### config.mk
export PLATFORM = sky130hd
export DESIGN_NAME = kronos_lsu_wb_bridge
export DESIGN_NICKNAME = d
export VERILOG_FILES = /design/src/rtl/kronos_lsu_wb_bridge.sv
export SDC_FILE = /design/constraint.sdc
export NUM_CORES = 1
export LEC_CHECK = 0
export CORE_ASPECT_RATIO = 1.75
export CORE_MARGIN = 1
export CORE_UTILIZATION = 41
export CTS_CLUSTER_SIZE = 16
export DETAILED_ROUTE_END_ITERATION = 8
export PLACE_DENSITY_LB_ADDON = 0.3
export SYNTH_ARGS = -nofsm -noshare
export SYNTH_HDL_FRONTEND = slang
export SYNTH_SLANG_ARGS = --single-unit
### constraint.sdc
create_clock -name clk -period 2.35 [get_ports clk]
set_clock_uncertainty 0.2 [all_clocks]
set_input_delay 0.5875 -clock clk [delete_from_list [all_inputs] [get_ports clk]]
set_output_delay 0.5875 -clock clk [all_outputs]
set_load 0.05 [all_outputs]
### src/rtl/kronos_lsu_wb_bridge.sv
// Bridges single LSU load/store requests onto a classic Wishbone bus cycle.
// Latency: 2 cycles minimum (capture, BUS with same-cycle ack, RESP/ack), plus slave wait states.
// Backpressure: one request in flight; data_req is only sampled in IDLE, slave stalls extend BUS up to TIMEOUT cycles.
//
// Ports:
//   clk, rstz           clock and synchronous active-low reset
//   data_addr/wr_data   LSU request address and store data
//   data_mask/wr_en     LSU byte enables and store qualifier
//   data_req            LSU request, held high until data_ack
//   data_rd_data        registered load data, held until the next completion
//   data_ack            one-cycle completion pulse
//   bus_error           one-cycle pulse alongside data_ack on slave error or timeout
//   wb_*_o / wb_*_i     Wishbone master signals (adr, dat, sel, we, cyc, stb / dat, ack, err)

module kronos_lsu_wb_bridge #(
   parameter int unsigned TIMEOUT = 255
) (
   input  logic        clk,
   input  logic        rstz,
   input  logic [31:0] data_addr,
   input  logic [31:0] data_wr_data,
   input  logic [3:0]  data_mask,
   input  logic        data_wr_en,
   input  logic        data_req,
   output logic [31:0] data_rd_data,
   output logic        data_ack,
   output logic        bus_error,
   output logic [31:0] wb_adr_o,
   output logic [31:0] wb_dat_o,
   output logic [3:0]  wb_sel_o,
   output logic        wb_we_o,
   output logic        wb_cyc_o,
   output logic        wb_stb_o,
   input  logic [31:0] wb_dat_i,
   input  logic        wb_ack_i,
   input  logic        wb_err_i
);

   typedef enum logic [1:0] {
      ST_IDLE = 2'd0,
      ST_BUS  = 2'd1,
      ST_RESP = 2'd2
   } state_t;

   // Last BUS cycle index before the transfer is forcibly ended.
   localparam logic [15:0] CNT_LAST = 16'(TIMEOUT - 1);

   state_t      state_q;
   logic [15:0] cnt_q;
   logic        err_q;
   logic [31:0] adr_q;
   logic [31:0] dat_q;
   logic [3:0]  sel_q;
   logic        we_q;
   logic        cyc_q;
   logic        ack_q;
   logic [31:0] rd_q;

   logic        timeout_hit;

   assign timeout_hit = (cnt_q == CNT_LAST);

   always_ff @(posedge clk) begin
      if (!rstz) begin
         state_q <= ST_IDLE;
         cnt_q   <= '0;
         err_q   <= 1'b0;
         adr_q   <= '0;
         dat_q   <= '0;
         sel_q   <= '0;
         we_q    <= 1'b0;
         cyc_q   <= 1'b0;
         ack_q   <= 1'b0;
         rd_q    <= '0;
      end else begin
         case (state_q)
            ST_IDLE: begin
               if (data_req) begin
                  adr_q   <= data_addr;
                  dat_q   <= data_wr_data;
                  sel_q   <= data_mask;
                  we_q    <= data_wr_en;
                  cyc_q   <= 1'b1;
                  cnt_q   <= '0;
                  state_q <= ST_BUS;
               end
            end

            ST_BUS: begin
               // Error and timeout share one exit; error outranks a simultaneous ack.
               if (wb_err_i || (!wb_ack_i && timeout_hit)) begin
                  rd_q    <= '0;
                  err_q   <= 1'b1;
                  cyc_q   <= 1'b0;
                  ack_q   <= 1'b1;
                  state_q <= ST_RESP;
               end else if (wb_ack_i) begin
                  rd_q    <= we_q ? 32'h0 : wb_dat_i;
                  cyc_q   <= 1'b0;
                  ack_q   <= 1'b1;
                  state_q <= ST_RESP;
               end else begin
                  cnt_q <= cnt_q + 16'd1;
               end
            end

            ST_RESP: begin
               // The error flag doubles as the registered bus_error pulse.
               ack_q   <= 1'b0;
               err_q   <= 1'b0;
               state_q <= ST_IDLE;
            end

            default: begin
               cyc_q   <= 1'b0;
               ack_q   <= 1'b0;
               err_q   <= 1'b0;
               state_q <= ST_IDLE;
            end
         endcase
      end
   end

   assign wb_adr_o     = adr_q;
   assign wb_dat_o     = dat_q;
   assign wb_sel_o     = sel_q;
   assign wb_we_o      = we_q;
   assign wb_cyc_o     = cyc_q;
   assign wb_stb_o     = cyc_q;
   assign data_rd_data = rd_q;
   assign data_ack     = ack_q;
   assign bus_error    = err_q;

endmodule

==> results.txt <==
status: completed
site row count: 50
worst-path fanout max: 13
Die W: 81.6 µm
minimum clock period: 2.19 ns
Post-synth EDFFs: 0
Hold Path Class: reg2reg
Crit Path Category: in2reg
WHS: 0.251 ns
sequential-to-total area share from yosys stat: 53.8%
Sequential Power Share: 37.3%
Clock Latency Late Sink: 0.40 ns
Nets: 830
Pins Over Slew Limit: 0
largest net degree at the start of global routing: 68
met2 Track Usage GR: 41.7%
Yosys reg bits: 122
Mapped Area: 0.00454 mm²
total iterations of the first detailed-routing run: 5
pre-CTS setup slack: -0.254 ns
Via density: 5.27
Starting Density: 42.2%
Clk pin slew, worst setup/hold paths: 0.05 ns
Pint: 4.35 mW
Leakage: 3.65 nW
post-route ant nets: 0
Setup Buffers After CTS: 0
most used flip-flop cell after synthesis: dfxtp_1
clk sinks: 122
DRT iter0 DRCs: 201
total power per unit cell area: 787 mW/mm²
Switching Share: 26.7%
Routed WL: 13,300 µm
P_sw: 1.58 mW
gr ovfl total: 0
Post-synth ARST share: 0%
most frequent cells in the layout: 160 x nand2_1, 122 x dfxtp_1, 105 x clkdlybuf4s50_1, 75 x a21oi_1, 62 x dlygate4sd2_1
H-tree depth: 4
Rel. slew slack: 42.6%
area leader, netlist: dfxtp_1
CTS Buf Count: 17
busiest grt layer: met2
Final WS setup: 0.156 ns
Bufs on Longest Clock Path: 2
GRT met3 Usage: 9.13%
type of origin of the critical path: input pin
vias in the first global route: 4,652
Gate power share: 16.2%
Final Hold Viols: 0
clock share of power: 46.5%
IO Pins: 211
maximum VDD drop: 0.579 mV
total number of vias: 4,559
number of hold buffers added after CTS: 0
Req. time, crit path: 2.48 ns
crit path DAT: 2.32 ns
Die H: 141 µm
initial antenna violation count: 0
Ys Warns: 0
global-route wire length before repair: 20,700 µm
proportion of layout cells with a drive suffix above 1: 9.93%
commonest non-fill, non-tap cell in the layout: nand2_1
Detail Placement HPWL: 9680 µm
Root Driver: clkbuf_16
Post-Syn Instances: 508
Avg Inst Size Synth: 8.94 µm²
max_cap viols: 0
Worst-Margin Slew: 0.858 ns
Placer Congestion: 0.866
Buffers on Ports: 210
share of the synthesized area in the top cell type: 53.8%
M1 GR Usage: 21.9%
Total GRT Usage: 23.2%
synthesis-to-finish area growth: 65.9%
crit path capture type: flop
TritonCTS clock tree: yes
RSZ-0062 raised after global routing: false
final setup violation count: 0
Avg WL per Cell: 15.3 µm
Layout Utilization: 70.0%
diode count: 0
die area: 0.0115 mm²
Final Cycle Share: 93.3%
top cells by area, synth: dfxtp_1 54%, nand2_1 13%, a21oi_1 8.3%, a32o_1 7.1%, clkbuf_1 2.6%
Core ar.: 0.0108 mm²
# DRC: 0
Synth Net Count: 616
FMAX: 456 MHz
Cell variety after synth: 41
[sequential cells by signal, summed over array words and instances (netlist names)]
register      flops
data_rd_data     32
wb_we_o           1
wb_adr_o         32
bus_error         1
state_q           2
wb_dat_o         32
wb_cyc_o          1
wb_sel_o          4
cnt_q            16
data_ack          1
[critical path: stages]
cell             delay [ns]
clkdlybuf4s50_1        0.44
nor3b_4                0.20
buf_4                  0.16
nor2_1                 0.64
nand2_1                0.13
mux2i_1                0.16
[metal layers]
metal	share of wire, %	vias up
met1	34	2133
met4	3.2	0
met5	0	-
li1	-	2199
met2	54	196
met3	8.5	31
[final cells by class]
type | instances | area [µm²]
Fill cell | 850 | 3220
Sequential cell | 122 | 2440
Timing Repair Buffer | 235 | 2350
Multi-Input combinational cell | 340 | 1920
Clock buffer | 19 | 443
Clock inverter | 13 | 193
Tap cell | 130 | 163
Inverter | 6 | 22.5
[cells in the mapped netlist (all sizes together) (2+ instances only)]
cell type / number
clkbuf: 31
nand2: 160
or4: 3
inv: 6
or3: 9
nand2b: 3
o2111ai: 2
o211ai: 3
and4: 3
a211oi: 4
nor4b: 2
mux2i: 9
and2: 3
nand4: 2
nor4: 2
buf: 9
nand3: 2
o21ai: 3
dfxtp: 122
a2111oi: 2
a21oi: 76
a32o: 32
nor2: 5
o31ai: 3
ha: 2
[power by group through the flow]
| stage | Clock [mW] | Combinational [mW] | Sequential [mW] |
|---|---|---|---|
| after floorplan | 0 | 0.239 | 2.56 |
| after global placement | 0 | 0.984 | 2.25 |
| after detailed placement | 0 | 1.00 | 2.26 |
| after CTS | 2.80 | 0.964 | 2.22 |
| after global routing | 2.92 | 1.01 | 2.22 |
| final | 2.76 | 0.959 | 2.21 |
[stage by stage]
step                      setup TNS [ns]  cell area (µm²)  cells  power (mW)
after floorplan                        0             4540    508        2.80
after global placement             -9.93             6890    833        3.24
after detailed placement          -14.94             6890    833        3.26
after CTS                              0             7440    865        5.98
after global routing                   0             7540    865        6.16
final                                  0             7540    865        5.93
[logic make-up (layout without fill, tap and decap cells)]
kind of cell / after synthesis / after routing / share of synthesized area (%)
compound gates: 130 / 130 / 20.0
fa+ha+maj: 2 / 2 / 0.551
simple gates: 199 / 199 / 19.6
mux: 9 / 9 / 1.98
buf+inv: 46 / 273 / 4.16
flops: 122 / 122 / 53.8
[worst paths after layout]
kind                              startpoint  slack [ns]           end  depth (start not counted)
worst max-delay path                data_req        0.16      cnt_q[4]                          6
worst min-delay path            wb_adr_o[24]        0.25  wb_adr_o[24]                          2
worst max register to register      cnt_q[0]        0.29      cnt_q[9]                          7
worst min register to register  wb_adr_o[24]        0.25  wb_adr_o[24]                          2
[timing repair]
action	4_1_cts	5_1_grt
gates resized for setup	62	37
setup endpoints to repair	62	38
hold endpoints to repair	0	0
pin swaps	0	1
Power figures use the tool's default switching activity.
